===== config.mk =====
export PLATFORM = sky130hd
export DESIGN_NAME = irs_readout_sequencer
export DESIGN_NICKNAME = d
export VERILOG_FILES = /design/src/rtl/irs_readout_sequencer.sv
export SDC_FILE = /design/constraint.sdc
export NUM_CORES = 1
export LEC_CHECK = 0
export ABC_CLOCK_PERIOD_IN_PS = 2000
export BUFFER_PORTS_ARGS = -buffer_cell sky130_fd_sc_hd__clkbuf_2
export CORE_ASPECT_RATIO = 0.5
export CORE_UTILIZATION = 45
export DETAILED_ROUTE_END_ITERATION = 8
export PLACE_DENSITY = 0.79
export SETUP_SLACK_MARGIN = 0.2
export SLEW_MARGIN = 30
export SYNTH_ARGS = -nofsm -noshare
export SYNTH_HDL_FRONTEND = slang
export SYNTH_SLANG_ARGS = --single-unit

===== constraint.sdc =====
create_clock -name clk_i -period 2 [get_ports clk_i]
set_clock_uncertainty 0.05 [all_clocks]
set_input_delay 0.1 -clock clk_i [delete_from_list [all_inputs] [get_ports clk_i]]
set_output_delay 0.1 -clock clk_i [all_outputs]
set_load 0.02 [all_outputs]

===== src/rtl/irs_readout_sequencer.sv =====
// irs_readout_sequencer
// Pops block-info entries from the event controller's buffer, emits one
// event header per new_event entry, then reads and frees blocks one at a time.
// Oversize events are truncated (extra blocks freed unread) and orphan
// continuation blocks are freed without a read.
// Optional feature macro: IRS_SEQ_RD_TIMEOUT_EN adds an rd_ack watchdog and
// the timeout_o output port.
module irs_readout_sequencer #(
  parameter int MAX_BLOCKS     = 64,
  parameter int TIMEOUT_CYCLES = 65535
) (
  input  logic        clk_i,
  input  logic        rst_i,
  input  logic [71:0] irs_buff_dat_i,
  input  logic        irs_buff_empty_i,
  output logic        irs_buff_read_o,
  output logic [63:0] ev_hdr_dat_o,
  output logic [15:0] ev_num_o,
  output logic        ev_hdr_valid_o,
  input  logic        ev_hdr_ready_i,
  output logic [8:0]  rd_block_o,
  output logic        rd_req_o,
  input  logic        rd_ack_i,
  output logic [8:0]  free_block_o,
  output logic        free_req_o,
  output logic [6:0]  ev_blocks_o,
  output logic        trunc_o,
  output logic        orphan_o,
  input  logic        err_clr_i
`ifdef IRS_SEQ_RD_TIMEOUT_EN
  ,
  output logic        timeout_o
`endif
);

  typedef enum logic [2:0] {
    S_IDLE,
    S_POP,
    S_LATCH,
    S_HDR,
    S_READ,
    S_FREE
  } state_t;

  state_t      state_q, state_d;
  logic        read_q, read_d;
  logic [63:0] hdr_dat_q, hdr_dat_d;
  logic [15:0] ev_num_q, ev_num_d;
  logic        hdr_vld_q, hdr_vld_d;
  logic [8:0]  rd_block_q, rd_block_d;
  logic        rd_req_q, rd_req_d;
  logic [8:0]  free_block_q, free_block_d;
  logic        free_req_q, free_req_d;
  logic [6:0]  ev_blocks_q, ev_blocks_d;
  logic        trunc_q, trunc_d;
  logic        orphan_q, orphan_d;
  logic        open_q, open_d;
  logic [15:0] count_q, count_d;

  logic [8:0]  ent_blk;
  logic        ent_new;

  assign ent_blk = irs_buff_dat_i[8:0];
  assign ent_new = irs_buff_dat_i[9];

  // Bits [23:22] of the entry carry nothing for this block.
  logic unused_dat;
  assign unused_dat = ^irs_buff_dat_i[23:22];

`ifdef IRS_SEQ_RD_TIMEOUT_EN
  localparam logic [15:0] TO_LAST = 16'(TIMEOUT_CYCLES - 1);
  logic [15:0] to_cnt_q, to_cnt_d;
  logic        timeout_q, timeout_d;
  assign timeout_o = timeout_q;
`else
  logic unused_to;
  assign unused_to = ^(16'(TIMEOUT_CYCLES));
`endif

  // Block count reported to the outside saturates at the 7-bit maximum.
  function automatic logic [6:0] sat7(input logic [15:0] c);
    return (c > 16'd127) ? 7'd127 : c[6:0];
  endfunction

  // Next-state and next-output computation for the sequencer FSM.
  always_comb begin
    state_d      = state_q;
    read_d       = 1'b0;
    hdr_dat_d    = hdr_dat_q;
    ev_num_d     = ev_num_q;
    hdr_vld_d    = hdr_vld_q;
    rd_block_d   = rd_block_q;
    rd_req_d     = rd_req_q;
    free_block_d = free_block_q;
    free_req_d   = 1'b0;
    ev_blocks_d  = ev_blocks_q;
    trunc_d      = trunc_q;
    orphan_d     = orphan_q;
    open_d       = open_q;
    count_d      = count_q;
`ifdef IRS_SEQ_RD_TIMEOUT_EN
    to_cnt_d     = to_cnt_q;
    timeout_d    = timeout_q;
`endif

    // Clear first so that a set in the same cycle takes priority.
    if (err_clr_i) begin
      trunc_d  = 1'b0;
      orphan_d = 1'b0;
`ifdef IRS_SEQ_RD_TIMEOUT_EN
      timeout_d = 1'b0;
`endif
    end

    case (state_q)
      S_IDLE: begin
        if (!irs_buff_empty_i) begin
          read_d  = 1'b1;
          state_d = S_POP;
        end
      end
      // Buffer pops on this edge; entry is presented in the next cycle.
      S_POP: state_d = S_LATCH;
      S_LATCH: begin
        if (ent_new) begin
          hdr_dat_d = {4'h0, irs_buff_dat_i[21:16], irs_buff_dat_i[15:10],
                       irs_buff_dat_i[71:40], irs_buff_dat_i[39:24]};
          if (open_q) ev_blocks_d = sat7(count_q);
          count_d    = '0;
          open_d     = 1'b1;
          rd_block_d = ent_blk;
          hdr_vld_d  = 1'b1;
          state_d    = S_HDR;
        end else if (!open_q) begin
          orphan_d     = 1'b1;
          free_block_d = ent_blk;
          free_req_d   = 1'b1;
          state_d      = S_FREE;
        end else if (count_q == 16'(MAX_BLOCKS)) begin
          trunc_d      = 1'b1;
          free_block_d = ent_blk;
          free_req_d   = 1'b1;
          state_d      = S_FREE;
        end else begin
          rd_block_d = ent_blk;
          rd_req_d   = 1'b1;
`ifdef IRS_SEQ_RD_TIMEOUT_EN
          to_cnt_d   = '0;
`endif
          state_d    = S_READ;
        end
      end
      S_HDR: begin
        if (ev_hdr_ready_i) begin
          hdr_vld_d = 1'b0;
          ev_num_d  = ev_num_q + 16'd1;
          rd_req_d  = 1'b1;
`ifdef IRS_SEQ_RD_TIMEOUT_EN
          to_cnt_d  = '0;
`endif
          state_d   = S_READ;
        end
      end
      S_READ: begin
        if (rd_ack_i) begin
          rd_req_d     = 1'b0;
          count_d      = count_q + 16'd1;
          free_block_d = rd_block_q;
          free_req_d   = 1'b1;
          state_d      = S_FREE;
        end
`ifdef IRS_SEQ_RD_TIMEOUT_EN
        else if (to_cnt_q == TO_LAST) begin
          // Give up on this block: free it without counting it.
          rd_req_d     = 1'b0;
          timeout_d    = 1'b1;
          free_block_d = rd_block_q;
          free_req_d   = 1'b1;
          state_d      = S_FREE;
        end else begin
          to_cnt_d = to_cnt_q + 16'd1;
        end
`endif
      end
      // Free pulse is on the outputs now; pop again straight away if possible.
      S_FREE: begin
        if (!irs_buff_empty_i) begin
          read_d  = 1'b1;
          state_d = S_POP;
        end else begin
          state_d = S_IDLE;
        end
      end
      default: state_d = S_IDLE;
    endcase
  end

  // State and registered outputs; reset abandons any in-flight entry.
  always_ff @(posedge clk_i) begin
    if (rst_i) begin
      state_q      <= S_IDLE;
      read_q       <= 1'b0;
      hdr_dat_q    <= '0;
      ev_num_q     <= '0;
      hdr_vld_q    <= 1'b0;
      rd_block_q   <= '0;
      rd_req_q     <= 1'b0;
      free_block_q <= '0;
      free_req_q   <= 1'b0;
      ev_blocks_q  <= '0;
      trunc_q      <= 1'b0;
      orphan_q     <= 1'b0;
      open_q       <= 1'b0;
      count_q      <= '0;
`ifdef IRS_SEQ_RD_TIMEOUT_EN
      to_cnt_q     <= '0;
      timeout_q    <= 1'b0;
`endif
    end else begin
      state_q      <= state_d;
      read_q       <= read_d;
      hdr_dat_q    <= hdr_dat_d;
      ev_num_q     <= ev_num_d;
      hdr_vld_q    <= hdr_vld_d;
      rd_block_q   <= rd_block_d;
      rd_req_q     <= rd_req_d;
      free_block_q <= free_block_d;
      free_req_q   <= free_req_d;
      ev_blocks_q  <= ev_blocks_d;
      trunc_q      <= trunc_d;
      orphan_q     <= orphan_d;
      open_q       <= open_d;
      count_q      <= count_d;
`ifdef IRS_SEQ_RD_TIMEOUT_EN
      to_cnt_q     <= to_cnt_d;
      timeout_q    <= timeout_d;
`endif
    end
  end

  assign irs_buff_read_o = read_q;
  assign ev_hdr_dat_o    = hdr_dat_q;
  assign ev_num_o        = ev_num_q;
  assign ev_hdr_valid_o  = hdr_vld_q;
  assign rd_block_o      = rd_block_q;
  assign rd_req_o        = rd_req_q;
  assign free_block_o    = free_block_q;
  assign free_req_o      = free_req_q;
  assign ev_blocks_o     = ev_blocks_q;
  assign trunc_o         = trunc_q;
  assign orphan_o        = orphan_q;

endmodule


; ---- Word level (Yosys, flattened, before mapping)
; Index checks and enable logic that the tools add are counted.
[word_totals]
ff_bits = 127
latchBits = 0
ramBits = 0
mem_bits_ro = 0
out_inout_bits = 111
word_cells = 93
n_memories = 0
[classes]
add_sub_neg = 2
mul = 0
n_div = 0
n_lt_le_gt_ge = 1
n_eq_ne = 15
n_shift = 0
mux = 44
bitwise = 1
reduce_logical = 16
[ops]
columns = cell, n
row1 = 2-to-1 mux 9 bit, 7
row2 = "adder 16 x 1 -> 16 bit, second input constant", 2
row3 = 2-to-1 mux 16 bit, 2
row4 = one-hot mux 16 bit (2 select lines), 1
row5 = 2-to-1 mux 1 bit, 24
row6 = one-hot mux 3 bit (6 select lines), 1
row7 = one-hot mux 9 bit (2 select lines), 1
row8 = "== test 16 x 7 -> 1 bit, second input constant", 1
row9 = "greater-than comparator 16 x 7 -> 1 bit, second input constant", 1
row10 = "!= test 2 bit, second input constant", 8
row11 = AND reduction 3 bit, 5
row12 = 2-to-1 mux 3 bit, 4
row13 = 2-to-1 mux 7 bit, 1
row14 = "== test 3 x 2 -> 1 bit, second input constant", 2
row15 = "== test 3 bit, second input constant", 2
row16 = AND reduction 6 bit, 1
row17 = nonzero test 2 bit, 3
row18 = one-hot mux 1 bit (2 select lines), 2
row19 = AND reduction 2 bit, 2
row20 = AND reduction 4 bit, 1
row21 = OR reduction 2 bit, 2
row22 = "== test 3 x 1 -> 1 bit, second input constant", 1
row23 = zero test 3 bit, 1
row24 = "!= test 3 bit, second input constant", 1
row25 = 3 further kinds, 3

; ---- Logic depth before layout (Yosys ltp)
; Gate-level depths: netlist of the first run.
[logic_depth]
word_depth = 5
ltp_mapped = 7
mapped_depth_nobuf = 6

; ---- Worst setup path after synthesis of the first run
; Ideal clock, no wire load.
[synth_path]
path_type = reg-to-reg
start = register count_q[0]
end = register free_block_q[0], in the netlist free_block_o[0]
setup_time_ps = 121
arrival_ps = 1732
required_time_ps = 1829
path_slack_ps = 97
path_stages_with_launch = 8
n_path_buf = 1
path_cell_list = dfxtp_1 -> inv_1 -> ha_1 -> nor4bb_1 -> nand4_1 -> a311o_1 -> buf_6 -> mux2_4
[synth_between]
elab_chain_len = 3
[synth_lines]
columns = element, line
row1 = from (decl), 58  ; logic [15:0] count_q, count_d;
row2 = from (signal assigned), 233  ; count_q <= count_d;
row3 = == test 16 x 7 -> 1 bit, 139  ; end else if (count_q == 16'(MAX_BLOCKS)) begin
row4 = != test 3 bit (no line), --
row5 = AND reduction 4 bit (no line), --
row6 = to (signal assigned), 227  ; free_block_q <= free_block_d;
row7 = to (decl), 52  ; logic [8:0] free_block_q, free_block_d;
; Every way passes these cells.
; A chain may end at the register's enable or synchronous reset.

; ---- Worst setup path in the final report of the first run
[layout_path]
start = register count_q[2]
end = register free_block_q[8], in the netlist free_block_o[8]
; The elaborated chain is that of the path after synthesis.

==> results of run 1 <==
==> cell usage in the layout (no fill, tap or decap), drive strengths merged, types with 3 or more instances in the layout <==
cell / instances
conb: 4
dlygate4sd3: 71
ha: 3
nor2: 34
inv: 9
nand2: 137
dfxtp: 127
o31ai: 4
nand2b: 23
and3: 4
or3: 5
nand4: 10
bufinv: 8
or2: 3
a211oi: 6
a31oi: 4
clkbuf: 201
nand3: 8
nand3b: 3
o21ai: 9
a21oi: 89
xnor2: 3
mux2: 10
mux2i: 19
or4: 8
and2: 4
and4: 3
nor2b: 10
xor2: 8
buf: 25
nor3: 17
nor4: 6
==> path summary, 6_finish.rpt <==
check	endpoint	cells past startpoint
setup reg to reg	free_block_o[8]	4
hold / removal	state_q[1]	4
hold reg to reg	ev_hdr_dat_o[54]	2
setup / recovery	free_block_o[8]	4
==> power by group through the flow <==
stage	clock network, µW	registers, µW	logic, µW
floorplan	0	2820	363
global placement	0	2730	696
detailed placement	0	2730	710
CTS	3870	2680	831
global route	4000	2700	934
finish	3820	2680	873
==> area by class of cell <==
cell class                      count  area share [%]
Clock inverter                     13            3.47
Timing Repair Buffer              278            23.0
Sequential cell                   127            31.4
Multi-Input combinational cell    460            33.7
Clock buffer                       19            5.58
Inverter                            8           0.370
Tap cell                          159            2.45
==> metal layers <==
layer,GRT usage (%),vias up
met5,0,-
met4,10.6,0
met3,6.13,30
met2,44.6,256
met1,29.5,2645
li1,-,2703
==> tightest hold or removal path, cell delays in order <==
cell,delay [ns]
clkbuf_2,0.12
nand2_1,0.06
a2bb2oi_1,0.14
nor3_1,0.06
==> through the flow <==
step | worst slack, ns | hold WS (ns) | util, % | instance area [µm²] | instances
3_5_place_dp | 0.0126 | 0.278 | 57.5 | 6500 | 956
2_1_floorplan | 0.214 | 0.129 | - | 5400 | 642
6_report | 0.0858 | 0.0724 | 71.8 | 8120 | 1064
5_1_grt | 0.0704 | 0.126 | 71.8 | 8120 | 1064
3_3_place_gp | 0.0970 | 0.272 | 57.5 | 6500 | 956
4_1_cts | 0.134 | 0.0615 | 70.6 | 7990 | 1060
==> state kept, by name, indices dropped and copies added, names as in the netlist <==
signal and cells:
ev_blocks_o 7, trunc_o 1, rd_block_o 9, orphan_o 1, irs_buff_read_o 1, ev_num_o 16
ev_hdr_valid_o 1, state_q 3, free_req_o 1, free_block_o 9, open_q 1, count_q 16
rd_req_o 1, ev_hdr_dat_o 60
==> cells by family after synthesis <==
kind of cell	after synthesis
DFF	127
muxes	29
buffers and inverters	56
AOI/OAI and AO/OA	125
and+or+nand+nor	287
xor gates and xnor gates	11
other	1
adders and majority gates	3
==> repair_timing <==
action,4_1_cts,5_1_grt
cloned,1,1
resized for setup,13,23
endpoints found under the setup margin,12,77
pin swaps,0,2
buffers inserted,0,3
endpoints found under the hold margin,72,0
hold buffers,71,0
==> out/qor.yml, run 1 <==
worst_hold_path:
  hold_path.class: "input pin to flop"
  hold_start: "ev_hdr_ready_i"
cells_and_area:
  final_nets: 973
  drive_gt1_share_pct: 32.0
  regArea_mm2: 0.00255
  n_antenna_cell: 0
  multi_input_area_mm2: 0.00274
  area_delta_synth_final_pct: 50.6
  final.fill_count: 816
worst_setup_path:
  startpoint_type: "flop"
  crit_required_ns: 2.24
  critPathBufInv: 0
  rr_startpoint: "count_q[2]"
  worst-path-max-fanout: 7
  cp_slowest_stage_delay_ns: 0.49
  crit_chain: "nor4_2 > nand4_1 > a311o_2 > mux2_4"
  crit_family: "simple AND/OR/NAND/NOR gates"
  crit_start: "count_q[2]"
  crit_type: "flop to flop"
  endpoint_kind: "flop"
  cp_data_arrival_time_ns: 2.16
  regToRegSetupSlack_ns: 0.09
  crit_slowest_cell: "a311o_2"
clock_network:
  htreeDepth: 4
  clock_sinks: 127
  path_clk_slew_ns: 0.06
  insertion_delay_ns: 0.41
  cts_buffers: 17
  cts_root_buffer: "clkbuf_16"
  clk_path_buf_depth: 2
  tritoncts: "done"
synth:
  yosysMostFrequentCell: "nand2_1"
  netlist_instances: 639
  async_reset_ff_share_pct: 0
  syn_area_mm2: 0.00539
  ys_ff_latch: 127
  synth.distinct_cells: 58
  avgSynthCellArea_um2: 8.44
  synth-simple-area-share_pct: 26.4
  synth_fa_ha_area_share_pct: 0.696
  synth_edf_count: 0
  synth_top_family_by_area: "simple AND/OR/NAND/NOR gates"
  ys_warn_count: 0
  synth_seq_area_share_pct: 47.1
  synthFlopType: "dfxtp_1"
  synthMuxAreaShare_pct: 6.24
  synth_common_cells: "137 x nand2_1, 127 x dfxtp_1, 89 x a21oi_1"
  synth_xor_area_share_pct: 1.79
  synth_top_area_share_pct: 47.1
  synth_compound_area_share_pct: 13.0
  synth_top_area_cell: "dfxtp_1"
  yosys-top-cells-area: "dfxtp_1 47%, nand2_1 9.5%, a21oi_1 8.3%"
sta:
  drv_slew: 0
  max_freq_ghz: 0.522
  finalSetupViolCount: 0
  tightestPinTransition_ns: 0.759
  hold_viol: 0
  relSlewSlack_pct: 49.4
  grt_setup_unrepaired: "yes"
  period_minus_slack_ns: 1.91
  fin_crit_sh_pct: 95.7
  fin_setup_tns_ns: 0
detailed_routing:
  wl_met2_um: 8090
  drtIter0Drc: 603
  vias: 5634
  wl_met3_um: 1080
  wl_met1_um: 7030
  drc: 0
  wirelength_um: 16500
  avgViaCountPerCell: 5.30
  detail-route-antenna-nets: 0
  top_layer: "met4"
  first_pass_iters: 5
  wire_per_inst_um: 15.5
floorplan:
  fp.dieH_um: 79.4
  rows: 27
  initial_core_util_pct: 47.7
  core_area_mm2: 0.0113
  die-area_mm2: 0.0125
  die_w_um: 157
  ioPinCount: 189
global_route:
  grt_pass1_vias: 5182
  grt_max_degree: 81
  grt_pass1_wl_um: 24700
  grtUsageTotal_pct: 25.3
  antenna_found_initial: 0
  gr-total-overflow: 0
power:
  clkPwrFrac_pct: 51.8
  p_switching_uw: 1700
  totalPowerFinal_uw: 7380
  swShare_pct: 23.1
  vdd_drop_max_mv: 0.473
  p_seq_share_pct: 36.4
  p_int_uw: 5680
  p_leak_uw: 0.00341
  pwr-share-comb_pct: 11.8
  power_density_mw_per_mm2: 909
status:
  status: "completed"
run:
  drv_cap: 0
placement:
  port_buffers: 182
  dpl.hpwl_um: 9100
  place.gp.congestion: 0.886
No activity file was read; power rests on OpenSTA's default activity.
==> run 2: changes to the inputs <==
Settings changed: CORE_ASPECT_RATIO 0.5 to 0.6.
==> run 2 against run 1 <==
Combinational power grew 3.1%. First-iteration DRC count shrank 45%. Clock power shrank 11%. Fmax grew 3.4%. Setup slack gained 0.064 ns. Cell count grew 1.0%. Global-route usage shrank 0.48 points. Sequential power is essentially flat. Sequential share of layout area is essentially flat. Via count shrank 2.2%. Count of clock-buffer cells in the layout is the same. Critical path depth grew 3. Critical endpoint is now free_block_o[6]. Highest routed layer unchanged.
==> out/qor.yml, run 2 (synthesized netlist as in run 1, its figures left out) <==
detailed_routing:
  drtIter0Drc: 331  # -45%
  first_pass_iters: 4  # -1
  wire_per_inst_um: 14.9  # -3.9%
  avgViaCountPerCell: 5.13  # -3.2%
  drc: 0  # unchanged
  wirelength_um: 16000  # -2.9%
  vias: 5510  # -2.2%
  detail-route-antenna-nets: 0  # unchanged
floorplan:
  rows: 30  # +11%
  initial_core_util_pct: 46.9  # -0.70 points
  die-area_mm2: 0.0124  # about the same
  die_w_um: 143  # -8.6%
  core_area_mm2: 0.0115  # +1.5%
  ioPinCount: 189  # unchanged
  fp.dieH_um: 86.8  # +9.3%
clock_network:
  clock_sinks: 127  # unchanged
  clk_path_buf_depth: 2  # unchanged
  path_clk_slew_ns: 0.05  # about the same
  tritoncts: "done"
  htreeDepth: 4  # unchanged
  cts_root_buffer: "clkbuf_16"
  cts_buffers: 17  # unchanged
  insertion_delay_ns: 0.40  # about the same
global_route:
  gr-total-overflow: 0  # unchanged
  grt_pass1_wl_um: 24200  # -2.1%
  grtUsageTotal_pct: 24.8  # -0.48 points
  antenna_found_initial: 0  # unchanged
  grt_pass1_vias: 5003  # -3.5%
  grt_max_degree: 68  # -16%
power:
  p_leak_uw: 0.00343  # +0.72%
  power_density_mw_per_mm2: 859  # -5.5%
  vdd_drop_max_mv: 0.581  # +23%
worst_setup_path:
  cp_data_arrival_time_ns: 2.09  # -0.07 ns
  endpoint_kind: "flop"
  crit_type: "flop to flop"
  crit_required_ns: 2.24  # about the same
  worst-path-max-fanout: 9  # +2
  startpoint_type: "flop"
sta:
  grt_setup_unrepaired: "yes"
  max_freq_ghz: 0.540  # +3.4%
  relSlewSlack_pct: 59.6  # +10 points
  finalSetupViolCount: 0  # unchanged
  fin_setup_tns_ns: 0  # unchanged
  tightestPinTransition_ns: 0.606  # -0.153 ns
  period_minus_slack_ns: 1.85  # -0.0638 ns
  fin_crit_sh_pct: 92.5  # -3.2 points
  drv_slew: 0  # unchanged
  hold_viol: 0  # unchanged
cells_and_area:
  largest_register_ffs: 60  # unchanged
  area_delta_synth_final_pct: 50.7  # about the same
  final_common_cell: "clkbuf_2"
  drive_gt1_share_pct: 31.9  # -0.13 points
  final_area_mm2: 0.00813  # about the same
  final_cell_mix: "181 x clkbuf_2, 136 x nand2_1, 120 x dfxtp_1"
  n_antenna_cell: 0  # unchanged
  final_nets: 983  # +1.0%
run:
  drv_cap: 0  # unchanged
placement:
  postPlaceCellArea_mm2: 0.00655  # +0.75%
  dpl.hpwl_um: 9340  # +2.7%
  port_buffers: 182  # unchanged
  place.gp.congestion: 0.854  # -3.6%
worst_hold_path:
  hold_path.class: "input pin to flop"
status:
  status: "completed"
run 2: layout make-up:
type / count / area (µm²)
fillers: 858 / 3360
multi-input cells: 459 / 2700
flip-flops and latches: 127 / 2550
repair buffers: 289 / 1990
clock buffers: 19 / 443
clock inverters: 13 / 210
well taps: 160 / 200
inverters: 8 / 30.0
run 2: metrics by stage:
| step | hold WS, ns | total power [µW] | instances | utilization (%) | setup slack (ns) |
|---|---|---|---|---|---|
| 4_1_cts | 0.0452 | 6950 | 1069 | 69.2 | 0.123 |
| 6_report | 0.0495 | 6980 | 1075 | 70.8 | 0.150 |
| 5_1_grt | 0.106 | 7250 | 1075 | 70.8 | 0.0868 |
| 3_3_place_gp | 0.247 | 3440 | 965 | 57.0 | 0.128 |
| 3_5_place_dp | 0.246 | 3450 | 965 | 57.0 | 0.0855 |
| 2_1_floorplan | 0.129 | 3180 | 642 | - | 0.214 |
run 2: timing repair:
item | 4_1_cts | 5_1_grt
gates resized for setup | 7 | 27
endpoints found under the setup margin | 23 | 44
buffers inserted | 0 | 4
gates cloned | 1 | 2
pin swaps | 1 | 7
hold endpoints to repair | 72 | 0
hold buffers | 71 | 0
run 2: critical path: stages (launching register included):
cell and delay, ns:
dfxtp_4 0.35, inv_2 0.06, ha_4 0.12, nor4bb_4 0.17, nand4_1 0.18, a311o_1 0.35, buf_12 0.16, mux2_4 0.29
run 2: path summary, 6_finish.rpt:
check / depth (start not counted) / to / start / slack (ns)
setup / recovery: 7 / free_block_o[6] / count_q[1] / 0.15
hold / removal: 4 / state_q[1] / ev_hdr_ready_i / 0.05
setup reg to reg: 7 / free_block_o[6] / count_q[1] / 0.15
hold reg to reg: 2 / ev_hdr_dat_o[25] / ev_hdr_dat_o[25] / 0.40
run 2: power breakdown:
part	switching [µW]	internal, µW	total (µW)	leakage (µW)
logic	487	413	900	0.00209
clock network	1150	2250	3400	0.000314
registers	59.4	2620	2680	0.00103
total	1700	5290	6980	0.00343
run 2: per-layer routing:
layer	global-route usage [%]	vias to the layer above	routed length, µm
met4	7.25	0	255
met5	0	-	0
met2	41.4	205	7270
li1	-	2722	-
met1	31.5	2561	7410
met3	6.63	22	1090
==> run 3: changes to the inputs <==
Settings changed: CORE_UTILIZATION 45 to 47, CTS_BUF_LIST from default to sky130_fd_sc_hd__clkbuf_4 sky130_fd_sc_hd__clkbuf_8, PLACE_DENSITY 0.79 to 0.82.
==> run 3 against run 2 <==
Hold slack gained 0.0020 ns. Sequential share of layout area grew 1.3 points. Critical path depth shrank 2. Cell count shrank 2.9%. Clock power shrank 33%. Combinational power shrank 0.7%. Power shrank 16%. Routed wire length grew 1.9%. Die area shrank 4.2%. Count of clock-buffer cells in the layout grew 2. Critical endpoint is now free_block_o[8]. Largest cell class unchanged.
==> out/qor.yml, run 3 (synthesized netlist as in run 1, its figures left out) <==
worst_setup_path:
  endpoint_kind: "flop"
  crit_slowest_cell: "dfxtp_1"
  critPathBufInv: 1  # -1
  rr_startpoint: "count_q[9]"
  r2r_cells: 5  # -2
  crit_family: "simple AND/OR/NAND/NOR gates"
  r2r-end: "free_block_o[8]"
  worst-path-max-fanout: 9  # unchanged
  regToRegSetupSlack_ns: 0.19  # +0.04 ns
  cp_data_arrival_time_ns: 2.06  # -0.03 ns
  startpoint_type: "flop"
  crit_required_ns: 2.25  # about the same
  crit_type: "flop to flop"
  crit_chain: "nor4_4 > nand4_1 > a311o_1 > buf_12 > mux2_4"
  cp_slowest_stage_delay_ns: 0.36  # about the same
clock_network:
  clk_path_buf_depth: 2  # unchanged
  htreeDepth: 4  # unchanged
  cts_buffers: 17  # unchanged
  clock_sinks: 127  # unchanged
  tritoncts: "done"
  insertion_delay_ns: 0.41  # about the same
  path_clk_slew_ns: 0.07  # +0.02 ns
  cts_root_buffer: "clkbuf_8"
global_route:
  antenna_found_initial: 0  # unchanged
  gr-total-overflow: 0  # unchanged
  grt_max_degree: 76  # +12%
  grtUsageTotal_pct: 26.5  # +1.7 points
  grt_pass1_wl_um: 25300  # +4.3%
  grt_pass1_vias: 5117  # +2.3%
power:
  power_density_mw_per_mm2: 750  # -13%
  p_leak_uw: 0.00331  # -3.6%
  vdd_drop_max_mv: 0.379  # -35%
detailed_routing:
  first_pass_iters: 5  # +1
  detail-route-antenna-nets: 0  # unchanged
  drc: 0  # unchanged
  avgViaCountPerCell: 5.33  # +3.9%
  drtIter0Drc: 419  # +27%
  wirelength_um: 16300  # +1.9%
  wire_per_inst_um: 15.6  # +4.9%
  vias: 5562  # +0.94%
floorplan:
  fp.dieH_um: 85.0  # -2.1%
  rows: 29  # -3.3%
  die_w_um: 140  # -2.1%
  initial_core_util_pct: 49.7  # +2.8 points
  die-area_mm2: 0.0119  # -4.2%
  ioPinCount: 189  # unchanged
  core_area_mm2: 0.0108  # -5.5%
worst_hold_path:
  hold_start: "ev_hdr_ready_i"
  hold_path.class: "input pin to flop"
  hold_path_depth: 4  # unchanged
  hold_path_end: "state_q[1]"
cells_and_area:
  final_nets: 974  # -0.92%
  final.fill_count: 756  # -12%
  final_cells: 1044  # -2.9%
  final_common_cell: "clkbuf_2"
  drive_gt1_share_pct: 31.2  # -0.75 points
  largest_register_ffs: 60  # unchanged
  fin_util_pct: 72.0  # +1.2 points
  n_antenna_cell: 0  # unchanged
  final_cell_mix: "181 x clkbuf_2, 135 x nand2_1, 120 x dfxtp_1"
  regArea_mm2: 0.00255  # unchanged
  area_delta_synth_final_pct: 44.8
  multi_input_area_mm2: 0.00272  # +0.51%
placement:
  place.gp.congestion: 0.880  # +3.0%
  dpl.hpwl_um: 9660  # +3.4%
  numPlacedInstances: 937  # -2.9%
  port_buffers: 182  # unchanged
sta:
  hold_viol: 0  # unchanged
  finalSetupViolCount: 0  # unchanged
  max_freq_ghz: 0.551  # +2.0%
  drv_slew: 0  # unchanged
  period_minus_slack_ns: 1.81  # -0.0359 ns
  tightestPinTransition_ns: 0.703  # +0.0967 ns
  relSlewSlack_pct: 53.1  # -6.4 points
  fin_crit_sh_pct: 90.7  # -1.8 points
  grt_setup_unrepaired: "yes"
  fin_setup_tns_ns: 0  # unchanged
run:
  drv_cap: 0  # unchanged
status:
  status: "completed"
-- run 3: final cells by class --
cell class                 count  share of cell area (%)
multi-input combinational    459                    34.8
sequential                   127                    32.7
timing repair buffer         280                    24.6
clock buffer                  21                    3.46
tap                          139                    2.23
clock inverter                10                    1.78
inverter                       8                   0.417
-- run 3: power by group --
| part | switching [µW] | total, µW | internal, µW |
|---|---|---|---|
| Clock | 985 | 2290 | 1300 |
| Combinational | 491 | 894 | 402 |
| Sequential | 58.0 | 2680 | 2620 |
-- run 3: routing by layer --
layer	share of wire (%)	wire length [µm]	vias to the layer above	GRT usage (%)
li1	-	-	2694	-
met1	45	7310	2588	34.1
met2	46	7530	245	43.4
met3	7.0	1140	35	6.32
met4	2.1	351	0	10.1
met5	0	0	-	0
-- run 3: tightest hold or removal path, delay by kind of cell --
| family | cells | cell delay (ns) |
|---|---|---|
| AOI/OAI and AO/OA | 1 | 0.06 |
| and+or+nand+nor | 2 | 0.19 |
| buffers and inverters | 1 | 0.12 |
-- run 3: worst max path at each step --
| stage | start | endpoint | slack [ns] | cells after the start |
|---|---|---|---|---|
| 6_report | count_q[9] | free_block_o[8] | 0.19 | 5 |
| 5_1_grt | count_q[9] | free_block_o[0] | 0.12 | 5 |
| 4_1_cts | count_q[1] | free_block_o[0] | 0.14 | 7 |
| 3_5_place_dp | count_q[1] | free_block_o[0] | 0.09 | 7 |
| 3_3_place_gp | count_q[1] | free_block_o[5] | 0.18 | 7 |
| 2_1_floorplan | count_q[0] | free_block_o[0] | 0.21 | 7 |
-- run 3: through the flow --
step | setup slack (ns) | hold slack (ns) | instance area [µm²] | total power (µW)
after floorplan | 0.214 | 0.129 | 5400 | 3180
after global placement | 0.180 | 0.274 | 6500 | 3440
after detailed placement | 0.0895 | 0.278 | 6500 | 3450
after CTS | 0.136 | 0.0247 | 7670 | 5850
after global routing | 0.119 | 0.0921 | 7810 | 6090
final | 0.185 | 0.0514 | 7810 | 5860
-- run 3: timing repair --
item,4_1_cts,5_1_grt
setup buffers,1,1
endpoints found under the hold margin,72,0
resized for setup,10,25
cloned,1,2
setup endpoints to repair,26,57
hold buffers,71,0
pin swaps,1,2
